**src/rtl/y86_pkg.sv**
```systemverilog
// Shared Y86 decode definitions: opcodes, register sentinel,
// decode state and instruction length lookup.
package y86_pkg;

    localparam logic [3:0] I_HALT   = 4'h0;
    localparam logic [3:0] I_NOP    = 4'h1;
    localparam logic [3:0] I_CMOVXX = 4'h2;
    localparam logic [3:0] I_IRMOVL = 4'h3;
    localparam logic [3:0] I_RMMOVL = 4'h4;
    localparam logic [3:0] I_MRMOVL = 4'h5;
    localparam logic [3:0] I_OPL    = 4'h6;
    localparam logic [3:0] I_JXX    = 4'h7;
    localparam logic [3:0] I_CALL   = 4'h8;
    localparam logic [3:0] I_RET    = 4'h9;
    localparam logic [3:0] I_PUSHL  = 4'hA;
    localparam logic [3:0] I_POPL   = 4'hB;

    localparam logic [3:0] REG_NONE = 4'hF;

    typedef enum logic {
        ST_RUN,
        ST_HALT
    } dec_state_t;

    // Unknown opcodes are one byte long so decode can step past them.
    function automatic int unsigned inst_len(
        input logic [3:0]  icode,
        input int unsigned word_bytes
    );
        case (icode)
            I_HALT, I_NOP, I_RET:
                return 1;
            I_CMOVXX, I_OPL, I_PUSHL, I_POPL:
                return 2;
            I_IRMOVL, I_RMMOVL, I_MRMOVL:
                return 2 + word_bytes;
            I_JXX, I_CALL:
                return 1 + word_bytes;
            default:
                return 1;
        endcase
    endfunction

endpackage

```
**src/rtl/id_byte_queue.sv**
```systemverilog
// Circular byte queue: fixed-width beat push, variable-length pop,
// and a peek window of the bytes at the head.
module id_byte_queue
    import y86_pkg::*;
#(
    parameter  int FETCH_BYTES = 4,
    parameter  int BUF_BYTES   = 16,
    parameter  int PEEK_BYTES  = 6,
    localparam int AW = $clog2(BUF_BYTES),
    localparam int CW = $clog2(BUF_BYTES + 1)
) (
    input  logic                     clk,
    input  logic                     rst,
    input  logic                     i_flush,
    input  logic                     i_push,
    input  logic [8*FETCH_BYTES-1:0] i_push_data,
    input  logic                     i_pop,
    input  logic [CW-1:0]            i_pop_len,
    output logic [CW-1:0]            o_count,
    output logic [8*PEEK_BYTES-1:0]  o_peek
);

    logic [7:0]    r_mem [BUF_BYTES];
    logic [AW-1:0] r_rd;
    logic [AW-1:0] r_wr;
    logic [CW-1:0] r_count;
    logic [CW-1:0] w_push_n;
    logic [CW-1:0] w_pop_n;

    assign w_push_n = i_push ? CW'(FETCH_BYTES) : '0;
    assign w_pop_n  = i_pop  ? i_pop_len        : '0;

    always_ff @(posedge clk) begin
        if (i_push) begin
            for (int k = 0; k < FETCH_BYTES; k++) begin
                r_mem[r_wr + AW'(k)] <= i_push_data[8*k +: 8];
            end
        end
    end

    always_ff @(posedge clk) begin
        if (rst || i_flush) begin
            r_rd    <= '0;
            r_wr    <= '0;
            r_count <= '0;
        end else begin
            if (i_push) begin
                r_wr <= r_wr + AW'(FETCH_BYTES);
            end
            if (i_pop) begin
                r_rd <= r_rd + AW'(i_pop_len);
            end
            r_count <= r_count + w_push_n - w_pop_n;
        end
    end

    always_comb begin
        o_peek = '0;
        for (int k = 0; k < PEEK_BYTES; k++) begin
            o_peek[8*k +: 8] = r_mem[r_rd + AW'(k)];
        end
    end

    assign o_count = r_count;

endmodule

```
**src/rtl/id_stream.sv**
```systemverilog
// Streaming Y86 decode stage: splits buffered fetch bytes into
// instructions and registers one decoded instruction per cycle.
module id_stream
    import y86_pkg::*;
#(
    parameter int WORD_BYTES  = 4,
    parameter int PC_W        = 16,
    parameter int FETCH_BYTES = 4,
    parameter int BUF_BYTES   = 16
) (
    input  logic                     clk,
    input  logic                     rst,
    input  logic                     redirect_valid,
    input  logic [PC_W-1:0]          redirect_pc,
    input  logic                     fetch_valid,
    output logic                     fetch_ready,
    input  logic [8*FETCH_BYTES-1:0] fetch_data,
    output logic                     dec_valid,
    input  logic                     dec_ready,
    output logic [PC_W-1:0]          pc_o,
    output logic [3:0]               icode_o,
    output logic [3:0]               ifun_o,
    output logic [3:0]               rA_o,
    output logic [3:0]               rB_o,
    output logic [8*WORD_BYTES-1:0]  valC_o,
    output logic [PC_W-1:0]          valP_o,
    output logic                     err_o,
    output logic                     halted_o
);

    localparam int PEEK = 2 + WORD_BYTES;
    localparam int CW   = $clog2(BUF_BYTES + 1);
    localparam int VW   = 8 * WORD_BYTES;

    dec_state_t r_state;
    dec_state_t w_state_nxt;

    logic [PC_W-1:0]   r_pc;
    logic              r_valid;
    logic [PC_W-1:0]   r_pc_o;
    logic [3:0]        r_icode;
    logic [3:0]        r_ifun;
    logic [3:0]        r_ra;
    logic [3:0]        r_rb;
    logic [VW-1:0]     r_valc;
    logic [PC_W-1:0]   r_valp;
    logic              r_err;

    logic [CW-1:0]     w_count;
    logic [8*PEEK-1:0] w_peek;
    logic [3:0]        w_icode;
    logic [3:0]        w_ifun;
    logic [CW-1:0]     w_len;
    logic              w_push;
    logic              w_fire;
    logic              w_has_reg;
    logic              w_has_cst;
    logic              w_err;
    logic [3:0]        w_ra;
    logic [3:0]        w_rb;
    logic [VW-1:0]     w_valc;
    logic [PC_W-1:0]   w_valp;

    assign fetch_ready = (w_count <= CW'(BUF_BYTES - FETCH_BYTES))
                       & ~redirect_valid & ~rst;
    assign w_push = fetch_valid & fetch_ready;

    id_byte_queue #(
        .FETCH_BYTES(FETCH_BYTES),
        .BUF_BYTES  (BUF_BYTES),
        .PEEK_BYTES (PEEK)
    ) u_queue (
        .clk        (clk),
        .rst        (rst),
        .i_flush    (redirect_valid),
        .i_push     (w_push),
        .i_push_data(fetch_data),
        .i_pop      (w_fire),
        .i_pop_len  (w_len),
        .o_count    (w_count),
        .o_peek     (w_peek)
    );

    assign w_icode = w_peek[7:4];
    assign w_ifun  = w_peek[3:0];
    assign w_len   = CW'(inst_len(w_icode, WORD_BYTES));
    assign w_valp  = r_pc + PC_W'(w_len);

    assign w_fire = (r_state == ST_RUN)
                  & (w_count >= w_len)
                  & (~r_valid | dec_ready)
                  & ~redirect_valid & ~rst;

    always_comb begin
        w_has_reg = 1'b0;
        w_has_cst = 1'b0;
        w_err     = 1'b0;
        unique case (w_icode)
            I_HALT, I_NOP, I_RET: ;
            I_CMOVXX, I_OPL, I_PUSHL, I_POPL:
                w_has_reg = 1'b1;
            I_IRMOVL, I_RMMOVL, I_MRMOVL: begin
                w_has_reg = 1'b1;
                w_has_cst = 1'b1;
            end
            I_JXX, I_CALL:
                w_has_cst = 1'b1;
            default:
                w_err = 1'b1;
        endcase
    end

    always_comb begin
        w_ra   = REG_NONE;
        w_rb   = REG_NONE;
        w_valc = '0;
        if (w_has_reg) begin
            w_ra = w_peek[15:12];
            w_rb = w_peek[11:8];
        end
        // Constant follows the register byte when there is one.
        if (w_has_cst) begin
            for (int j = 0; j < WORD_BYTES; j++) begin
                w_valc[8*j +: 8] = w_has_reg ?
                    w_peek[8*(j+2) +: 8] :
                    w_peek[8*(j+1) +: 8];
            end
        end
    end

    always_ff @(posedge clk) begin
        if (rst) begin
            r_state <= ST_RUN;
        end else begin
            r_state <= w_state_nxt;
        end
    end

    always_comb begin
        w_state_nxt = r_state;
        if (redirect_valid) begin
            w_state_nxt = ST_RUN;
        end else if (w_fire && w_icode == I_HALT) begin
            w_state_nxt = ST_HALT;
        end
    end

    always_ff @(posedge clk) begin
        if (rst) begin
            r_pc <= '0;
        end else if (redirect_valid) begin
            r_pc <= redirect_pc;
        end else if (w_fire) begin
            r_pc <= w_valp;
        end
    end

    always_ff @(posedge clk) begin
        if (rst || redirect_valid) begin
            r_valid <= 1'b0;
            r_pc_o  <= '0;
            r_icode <= '0;
            r_ifun  <= '0;
            r_ra    <= REG_NONE;
            r_rb    <= REG_NONE;
            r_valc  <= '0;
            r_valp  <= '0;
            r_err   <= 1'b0;
        end else if (w_fire) begin
            r_valid <= 1'b1;
            r_pc_o  <= r_pc;
            r_icode <= w_icode;
            r_ifun  <= w_ifun;
            r_ra    <= w_ra;
            r_rb    <= w_rb;
            r_valc  <= w_valc;
            r_valp  <= w_valp;
            r_err   <= w_err;
        end else if (dec_ready) begin
            r_valid <= 1'b0;
        end
    end

    assign dec_valid = r_valid;
    assign pc_o      = r_pc_o;
    assign icode_o   = r_icode;
    assign ifun_o    = r_ifun;
    assign rA_o      = r_ra;
    assign rB_o      = r_rb;
    assign valC_o    = r_valc;
    assign valP_o    = r_valp;
    assign err_o     = r_err;
    assign halted_o  = (r_state == ST_HALT);

endmodule

```
**config.mk**
```make
export PLATFORM = sky130hd
export DESIGN_NAME = id_stream
export DESIGN_NICKNAME = d
export VERILOG_FILES = /design/src/rtl/y86_pkg.sv /design/src/rtl/id_byte_queue.sv /design/src/rtl/id_stream.sv
export SDC_FILE = /design/constraint.sdc
export NUM_CORES = 1
export LEC_CHECK = 0
export CORE_MARGIN = 4
export CORE_UTILIZATION = 40
export CTS_CLUSTER_DIAMETER = 50
export DETAILED_ROUTE_END_ITERATION = 12
export DONT_BUFFER_PORTS = 1
export PLACE_DENSITY_LB_ADDON = 0.25
export SYNTH_ARGS = -nofsm -noshare
export SYNTH_HDL_FRONTEND = slang
export SYNTH_HIERARCHICAL = 1
export SYNTH_SLANG_ARGS = --single-unit
```
**constraint.sdc**
```tcl
create_clock -name clk -period 6.8 [get_ports clk]
set_input_delay 1.7 -clock clk [delete_from_list [all_inputs] [get_ports clk]]
set_output_delay 1.7 -clock clk [all_outputs]
set_load 0.05 [all_outputs]
```
==> flow_metrics.tcl <==
set metrics [dict create \
    outcome "complete, no violations" \
    synth.top_cell.area_share_pct 26.02 \
    post_cts_buffers 0 \
    utilization_pct 44.15 \
    synth_flop_cell "edfxtp_1" \
    power_leakage_nw 5.002 \
    cts_resized 0 \
    row_count 70 \
    final_nets 1216 \
    final_cell_mix "mux4_2, edfxtp_1, dfxtp_1" \
    ios 137 \
    drc 0 \
    yosysSeqAreaShare_pct 41.47 \
    clkLatencyLatePin_ns 0.56 \
    drt-total-wl_um 44490 \
    dp_worst_setup_slack_ns 1.137 \
    cts_made_buffers 29 \
    clock.fmax_mhz 175.0 \
    synth_top_area_cell "edfxtp_1" \
    finalHoldViolCount 0 \
    layout_commonest_cell "mux4_2" \
    synth_area_um2 14770 \
    postSynthAreaPerCell_um2 12.44 \
    dp_hpwl_um 31420 \
    dp.cells 1573 \
    antenna_found_initial 0 \
    synth_edf_count 128 \
    gr-usage-all-layers_pct 21.53 \
    die_w_um 200.2 \
    timing.final.ws_setup_ns 1.086 \
    tns_ns 0 \
    cp-start-kind "register" \
    coreArea_um2 36520 \
    start_util_pct 40.44 \
    ys_seq_elements 242 \
    post_drt_wl_per_cell_um 27.36 \
    antenna_cells 0 \
    viasPerCell 6.637 \
    grt_first_pass_wirelength_um 68360 \
    place_congestion 0.9034 \
    drt_iter0_drc 1099 \
    p_per_area_nw_per_um2 309.4 \
    final_antenna_net_count 0 \
    peakVddDrop_mv 0.2310 \
    synth-async-reset-ratio_pct 0 \
    end_kind "register" \
    crit_required_ns 7.24 \
    timing.final.crit_share_pct 84.02 \
    root_buffer "clkbuf_16" \
    cts_tree "yes" \
    setup_violations 0 \
    ctsHoldBuffers 0 \
    htreeDepth 1 \
    hp-start "r_pc[2]$_SDFFE_PP0P_" \
    grt_max_degree 86 \
    clock-skew-final_ns 0.01817 \
    cts.sinks 242 \
    first_global_vias 10480 \
    path_class "register to register" \
    finalMaxSlewViolations 0 \
    netlist_instances 1187 \
    synth.area.top_cells "edfxtp_1, mux4_2, dfxtp_1, a21oi_1, mux4_1" \
    ys_warn_count 6 \
    num_vias 10791 \
    portBuffers 0 \
    clk_pin_slew_worst_paths_ns 0.06 \
    layout-drive-gt1-share_pct 24.53 \
    area_delta_synth_final_pct 9.157 \
    hp-class "register to register" \
    drv_cap 0 \
    worstMarginPinSlew_ns 1.150 \
    instances_no_fill 1626 \
    cp.arrival_ns 6.15 \
    clockBufferDepth 3 \
    fp.dieH_um 200.2 \
    slew_headroom_pct 22.78 \
    die_area_um2 40060 \
    min_period_ns 5.714 \
    path_max_fanout 24 \
    first_pass_iters 5 \
    rsz0062_at_grt "no" \
    gr-total-overflow 0 \
    synth_cell_types 57 \
]
## power by group
part	switching, mW	internal [mW]	total [mW]	leakage (nW)
registers	0.327	1.63	1.96	2.08
clock network	0.636	0.960	1.60	0.486
logic	0.915	0.517	1.43	2.43
total	1.88	3.11	4.99	5.00
## worst max-delay path: stages (launching register included)
cell       delay (ns)
dfxtp_1          0.64
buf_4            0.43
mux4_2           0.54
mux4_2           0.60
mux2i_4          0.26
ha_1             0.28
nand2b_1         0.16
a2111oi_1        0.12
nor4_2           0.34
nand2_1          0.16
nor2_1           0.58
nand2_1          0.14
fa_1             0.48
ha_1             0.31
a21o_1           0.17
a21oi_1          0.17
xnor2_1          0.14
nor2_1           0.05
## sequential cells by signal (all words and copies together) (netlist names), 4 cells and up, named ones only
register	flops
u_queue/r_mem	128
valC_o	32
pc_o	16
r_pc	16
valP_o	16
u_queue/o_count	5
icode_o	4
ifun_o	4
rA_o	4
rB_o	4
u_queue/r_rd	4
## metrics by stage
stage / total power [mW] / hold WS [ns] / instance area [µm²]
after CTS: 5.007 / 0.5181 / 16120
after detailed placement: 3.403 / 0.5117 / 15120
after global placement: 3.391 / 0.5098 / 15120
after global routing: 5.215 / 0.5646 / 16120
after floorplan: 3.045 / 0.4595 / 14780
final: 4.988 / 0.5096 / 16120
## synthesized netlist by cell type (4+ instances only)
library cell  number
nor4_1            10
nand2_1           83
edfxtp_1         128
dfxtp_1          114
o21ai_0           73
a21oi_1           92
or3_1              5
mux4_1            15
nor2_1            30
o31ai_1           10
a32o_1             8
fa_1               4
a31oi_1            9
xor2_1            13
inv_1             17
nand3_1           61
buf_6              7
and2_1             8
buf_2             25
a221oi_1           8
nand4_1           33
mux2_2            32
xnor2_1           14
a21o_1             6
mux2i_1           36
a211oi_1          23
clkbuf_1          67
buf_4              6
or4_1             12
nand2b_1           6
nor2b_1           10
mux4_2           152
ha_1              23
buf_1              9
a311oi_1          10
## cell type report
cell class / instances / area (µm²)
repair buffers: 30 / 237.7
fillers: 3301 / 20400
clock buffers: 31 / 753.2
well taps: 468 / 585.6
flip-flops and latches: 242 / 6132
inverters: 19 / 71.32
multi-input cells: 814 / 8098
clock inverters: 22 / 245.2
## cells by family after synthesis
| group | Yosys count | synth area share [%] |
|---|---|---|
| fa+ha+maj | 27 | 2.491 |
| compound gates | 251 | 10.27 |
| simple gates | 269 | 9.115 |
| xor+xnor | 28 | 1.711 |
| flops | 242 | 41.47 |
| other cells | 1 | 0.02539 |
| buf+inv | 133 | 4.100 |
| mux | 236 | 30.82 |
## metal layers
layer	part of all wire, %	track usage, %	vias up	wire (µm)
met3	11	7.285	79	4784
met1	40	28.93	5466	17920
li1	-	-	4662	-
met5	0	0	-	0
met2	46	34.01	584	20580
met4	2.7	5.262	0	1198
## worst paths after layout
path / to / slack, ns / cells past startpoint
max: u_queue/o_count[4]$_SDFF_PP0_ / 1.09 / 17
min: pc_o[2]$_SDFFE_PP0P_ / 0.51 / 2
max reg2reg: u_queue/o_count[4]$_SDFF_PP0_ / 1.09 / 17
min reg2reg: pc_o[2]$_SDFFE_PP0P_ / 0.51 / 2
(Power assumes the default switching activity.)
==> variant 1 (same flow settings) <==
Set the parameter `PC_W` to 32 (it was 16).
--- a/src/rtl/id_stream.sv
+++ b/src/rtl/id_stream.sv
@@ -5,5 +5,5 @@
 #(
     parameter int WORD_BYTES  = 4,
-    parameter int PC_W        = 16,
+    parameter int PC_W        = 32,
     parameter int FETCH_BYTES = 4,
     parameter int BUF_BYTES   = 16
Interface: changed (resized pc_o, redirect_pc and valP_o); port bits go from 137 to 185. No check against the original RTL was run, so the function may have changed too.
==> variant 1 against the original RTL <==
Hold slack got worse by 0.021 ns; critical path type unchanged; wire length up 8.8%; total power up 11%; sequential cell count grew 48; cell area up 13%; area after synthesis grew 11%; core utilization rose by 1.0 points; clock skew rose by 0.013 ns; worst setup slack better by 0.27 ns; critical path depth rose by 1; global-route usage shrank 0.14 points; synthesized cell count up 17%; sequential power increased by 9.7%.
==> variant 1: results <==
worst_setup_path:
  r2r_slack_ns: 1.36
  arrival_ns: 5.88
  crit_path_max_fanout: 19
place:
  dpl.hpwl_um: 33200
  gp_congestion: 0.838
  placed_cell_area_mm2: 0.0167
  port_buffers: 0
  dp_cells: 1823
  post-place-ws_ns: 1.33
clocking:
  cts_max_level: 2
  cts_root_buffer: "clkbuf_16"
  clk_latency_ns: 0.57
  cts.clk_slew.worst_paths_ns: 0.06
  cts_setup_buffers: 0
  cts_buffers: 39
  cts_resized: 0
  cts_buffer_depth: 3
grt:
  grt_pass1_vias: 11442
  grt_max_degree: 178
  grt_usage_pct: 21.4
  grt_pass1_wl_um: 73700
  antenna_found_initial: 0
synthesis:
  postSynthAreaPerCell_um2: 11.8
  ys_async_sr_fraction_pct: 0
  synthTopCellsByCount: "nand2_1, mux4_2, dfxtp_1"
  yosysSeqAreaShare_pct: 43.2
  synth_ff_type: "dfxtp_1"
  synth_mux_area_share_pct: 27.7
  synth_edf_count: 128
  synthAdderAreaFrac_pct: 2.11
  synth.distinct_cells: 66
  synthTopCellsByArea: "mux4_2, edfxtp_1, dfxtp_1"
  yosys_warnings: 6
  synthXorXnorAreaFrac_pct: 2.22
  synth_compound_area_share_pct: 8.93
min_path:
  hold_path.class: "reg -> reg"
layout:
  diodes: 0
  largest_reg_flops: 128
  layout-drive-gt1-share_pct: 21.4
  fin_util_pct: 45.2
  final_net_count: 1433
  fill_cells: 3630
  largest-register: "u_queue/r_mem"
sta:
  finClkSkew_ns: 0.0312
  slew_headroom_pct: 24.5
  min_period_ns: 5.44
power_and_ir_drop:
  leakage_nw: 5.92
  ir_worst_vdd_uv: 187
route:
  wirelength_um: 48400
  wl_per_cell_um: 25.5
  routed-via-count: 11893
  dr.pass1.iters: 7
  drt_iter0_drc: 1215
run_status:
  outcome: "finished, final reports clean"
[variant 1: cell count changes after synthesis, moves of 18 or more]
cell	change
buf_2	+27
clkbuf_1	-26
dfxtp_1	+48
mux2_2	-31
mux2i_1	+21
mux4_2	+24
nand2_1	+123
nand3_1	-21
nand4_1	-18
nor2_1	+31
nor3_1	+49
o21ai_0	-29
[variant 1: critical path, cell delays in order, from the launching register on]
cell and delay, ns:
dfxtp_1 0.84, buf_4 0.41, mux4_2 0.34, mux4_2 0.60, nor2b_1 0.22, a21oi_4 0.18
ha_1 0.24, nand2b_1 0.13, a21o_1 0.18, maj3_2 0.33, o31ai_4 0.25, inv_2 0.21
nand2_1 0.12, fa_1 0.43, ha_1 0.30, a21o_1 0.18, a21oi_1 0.17, xnor2_1 0.13
nor2_1 0.06
[variant 1: layout make-up]
type / instances / share of cell area [%]
Tap cell: 525 / 3.62
Sequential cell: 290 / 39.1
Multi-Input combinational cell: 959 / 47.9
Timing Repair Buffer: 24 / 1.06
Clock buffer: 50 / 6.00
Clock inverter: 22 / 1.78
Inverter: 25 / 0.531
[variant 1: kinds of logic after synthesis]
group           after synthesis
xor+xnor                     37
compound gates              233
mux                         234
fa+ha+maj                    26
simple gates                426
flops                       290
buf+inv                     140
other cells                   1
[variant 1: path summary, 6_finish.rpt]
kind                 start            endpoint  cells past startpoint
hold / removal    r_pc[29]            pc_o[29]                      2
setup / recovery  register  u_queue/o_count[4]                     18
setup reg to reg  register  u_queue/o_count[4]                     18
hold reg to reg   r_pc[29]            pc_o[29]                      2
[variant 1: through the flow]
step	hold slack, ns	power, W
floorplan	0.449	0.00306
global placement	0.485	0.00333
detailed placement	0.481	0.00335
CTS	0.489	0.00555
global route	0.510	0.00575
finish	0.488	0.00551
[variant 1: power breakdown]
| part | total [W] | internal (W) | switching, W | leakage [nW] |
|---|---|---|---|---|
| combinational | 0.00117 | 0.000483 | 0.000682 | 2.75 |
| clock | 0.00220 | 0.00138 | 0.000816 | 0.693 |
| sequential | 0.00215 | 0.00191 | 0.000243 | 2.47 |
[variant 1: layer usage]
metal	GRT usage, %	share of wire (%)	vias up
met1	28.1	39	5962
met5	0	0	-
li1	-	-	5228
met2	34.0	47	602
met4	6.22	2.8	0
met3	7.26	11	101
==> variant 2 (same flow settings) <==
Without the edit above. Make the reset (`rst`) asynchronous in 2 clocked blocks.
--- a/src/rtl/id_stream.sv
+++ b/src/rtl/id_stream.sv
@@ -129,5 +129,5 @@
     end
 
-    always_ff @(posedge clk) begin
+    always_ff @(posedge clk or posedge rst) begin
         if (rst) begin
             r_state <= ST_RUN;
@@ -146,5 +146,5 @@
     end
 
-    always_ff @(posedge clk) begin
+    always_ff @(posedge clk or posedge rst) begin
         if (rst) begin
             r_pc <= '0;
Check against the original RTL: differs if rst is asserted again (counterexample within 4 cycles, from zero or initial values and one cycle with rst high); with rst held inactive, the same outputs for 4 cycles.
==> variant 2 against the original RTL <==
Wire length is 4.2% lower; critical path type unchanged; sequential cell count is the same; total power down 11%; hold slack better by 0.046 ns; critical path depth is 1 higher; worst setup slack better by 0.053 ns; cell area down 1.2%; area after synthesis down 0.92%.
==> variant 2: results <==
run_status:
  outcome: "finished, final reports clean"
power_and_ir_drop:
  ir_worst_vdd_uv: 190
  p_switching_w: 0.00149
  leakage_nw: 5.15
  p_seq_w: 0.00179
  p_total_w: 0.00446
  power_clock_w: 0.00153
layout:
  buf_share_pct: 1.23
  clkbuf_count: 33
  inverters: 22
  signal_buffers: 26
  multi_input_area_share_pct: 49.5
  final_net_count: 1280
  final-instance-count-excl-fill: 1684
  layout-drive-gt1-share_pct: 22.4
  area_growth_pct: 8.84
  fill_cells: 3244
  final-clk-cell-share_pct: 6.06
grt:
  use_met1_pct: 29.3
  grt_usage_pct: 21.3
  grt_pass1_vias: 10200
  grt_pass1_wl_um: 64700
  grt_max_degree: 106
min_path:
  min_to: "u_queue/r_wr[3]"
  min_from: "u_queue/r_wr[3]"
worst_setup_path:
  arrival_ns: 6.09
  crit_path_max_fanout: 22
  r2r_slack_ns: 1.14
  slowest_delay_ns: 0.75
  crit_family: "adder cells"
  ff2ff_path_depth: 18
  cpMaxStageDelayCell: "dfxtp_2"
clocking:
  cts_buffers: 30
place:
  placed_cell_area_mm2: 0.0150
  gp_congestion: 0.922
  dpl.hpwl_um: 29500
  dp_cells: 1631
sta:
  timing.hold.ws_ns: 0.556
  slew_headroom_pct: 30.3
  finClkSkew_ns: 0.0196
route:
  wl_met3_um: 6040
  dr_wl_met2_um: 18900
  wirelength_um: 42600
synthesis:
  synth.distinct_cells: 64
  synthTopCellsByCount: "nand2_1, mux4_2, edfxtp_1"
  synthTopCellsByArea: "edfxtp_1, mux4_2, dfxtp_1"
  ys_async_sr_fraction_pct: 7.02
  yosysSeqAreaShare_pct: 42.4
==> variant 2: changes by cell type in the layout (fill, tap and decap cells not counted), moves of 17 or more <==
cell	delta
nand2_1	+187
o21ai_0	-44
mux2_2	-32
nand4_1	-28
mux4_2	+18
dfrtp_1	+17
dfxtp_1	-17
==> variant 2: cell families after synthesis <==
family / synth area share [%]
AO/OA/AOI/OAI: 8.11
XOR/XNOR: 1.91
adder cells (fa/ha/maj): 2.44
buffers and inverters: 4.05
flip-flops: 42.4
multiplexers: 28.2
other: 0.0256
AND/OR/NAND/NOR: 12.8
==> variant 2: worst max-delay path by stage <==
stage	start	end	slack [ns]	cells after the start
final	register	u_queue/o_count[4]	1.14	18
after global routing	register	u_queue/o_count[4]	0.78	18
after CTS	register	u_queue/o_count[4]	1.10	18
after detailed placement	register	u_queue/o_count[4]	1.11	18
after global placement	register	u_queue/o_count[4]	1.24	18
after floorplan	register	u_queue/o_count[4]	0.93	23
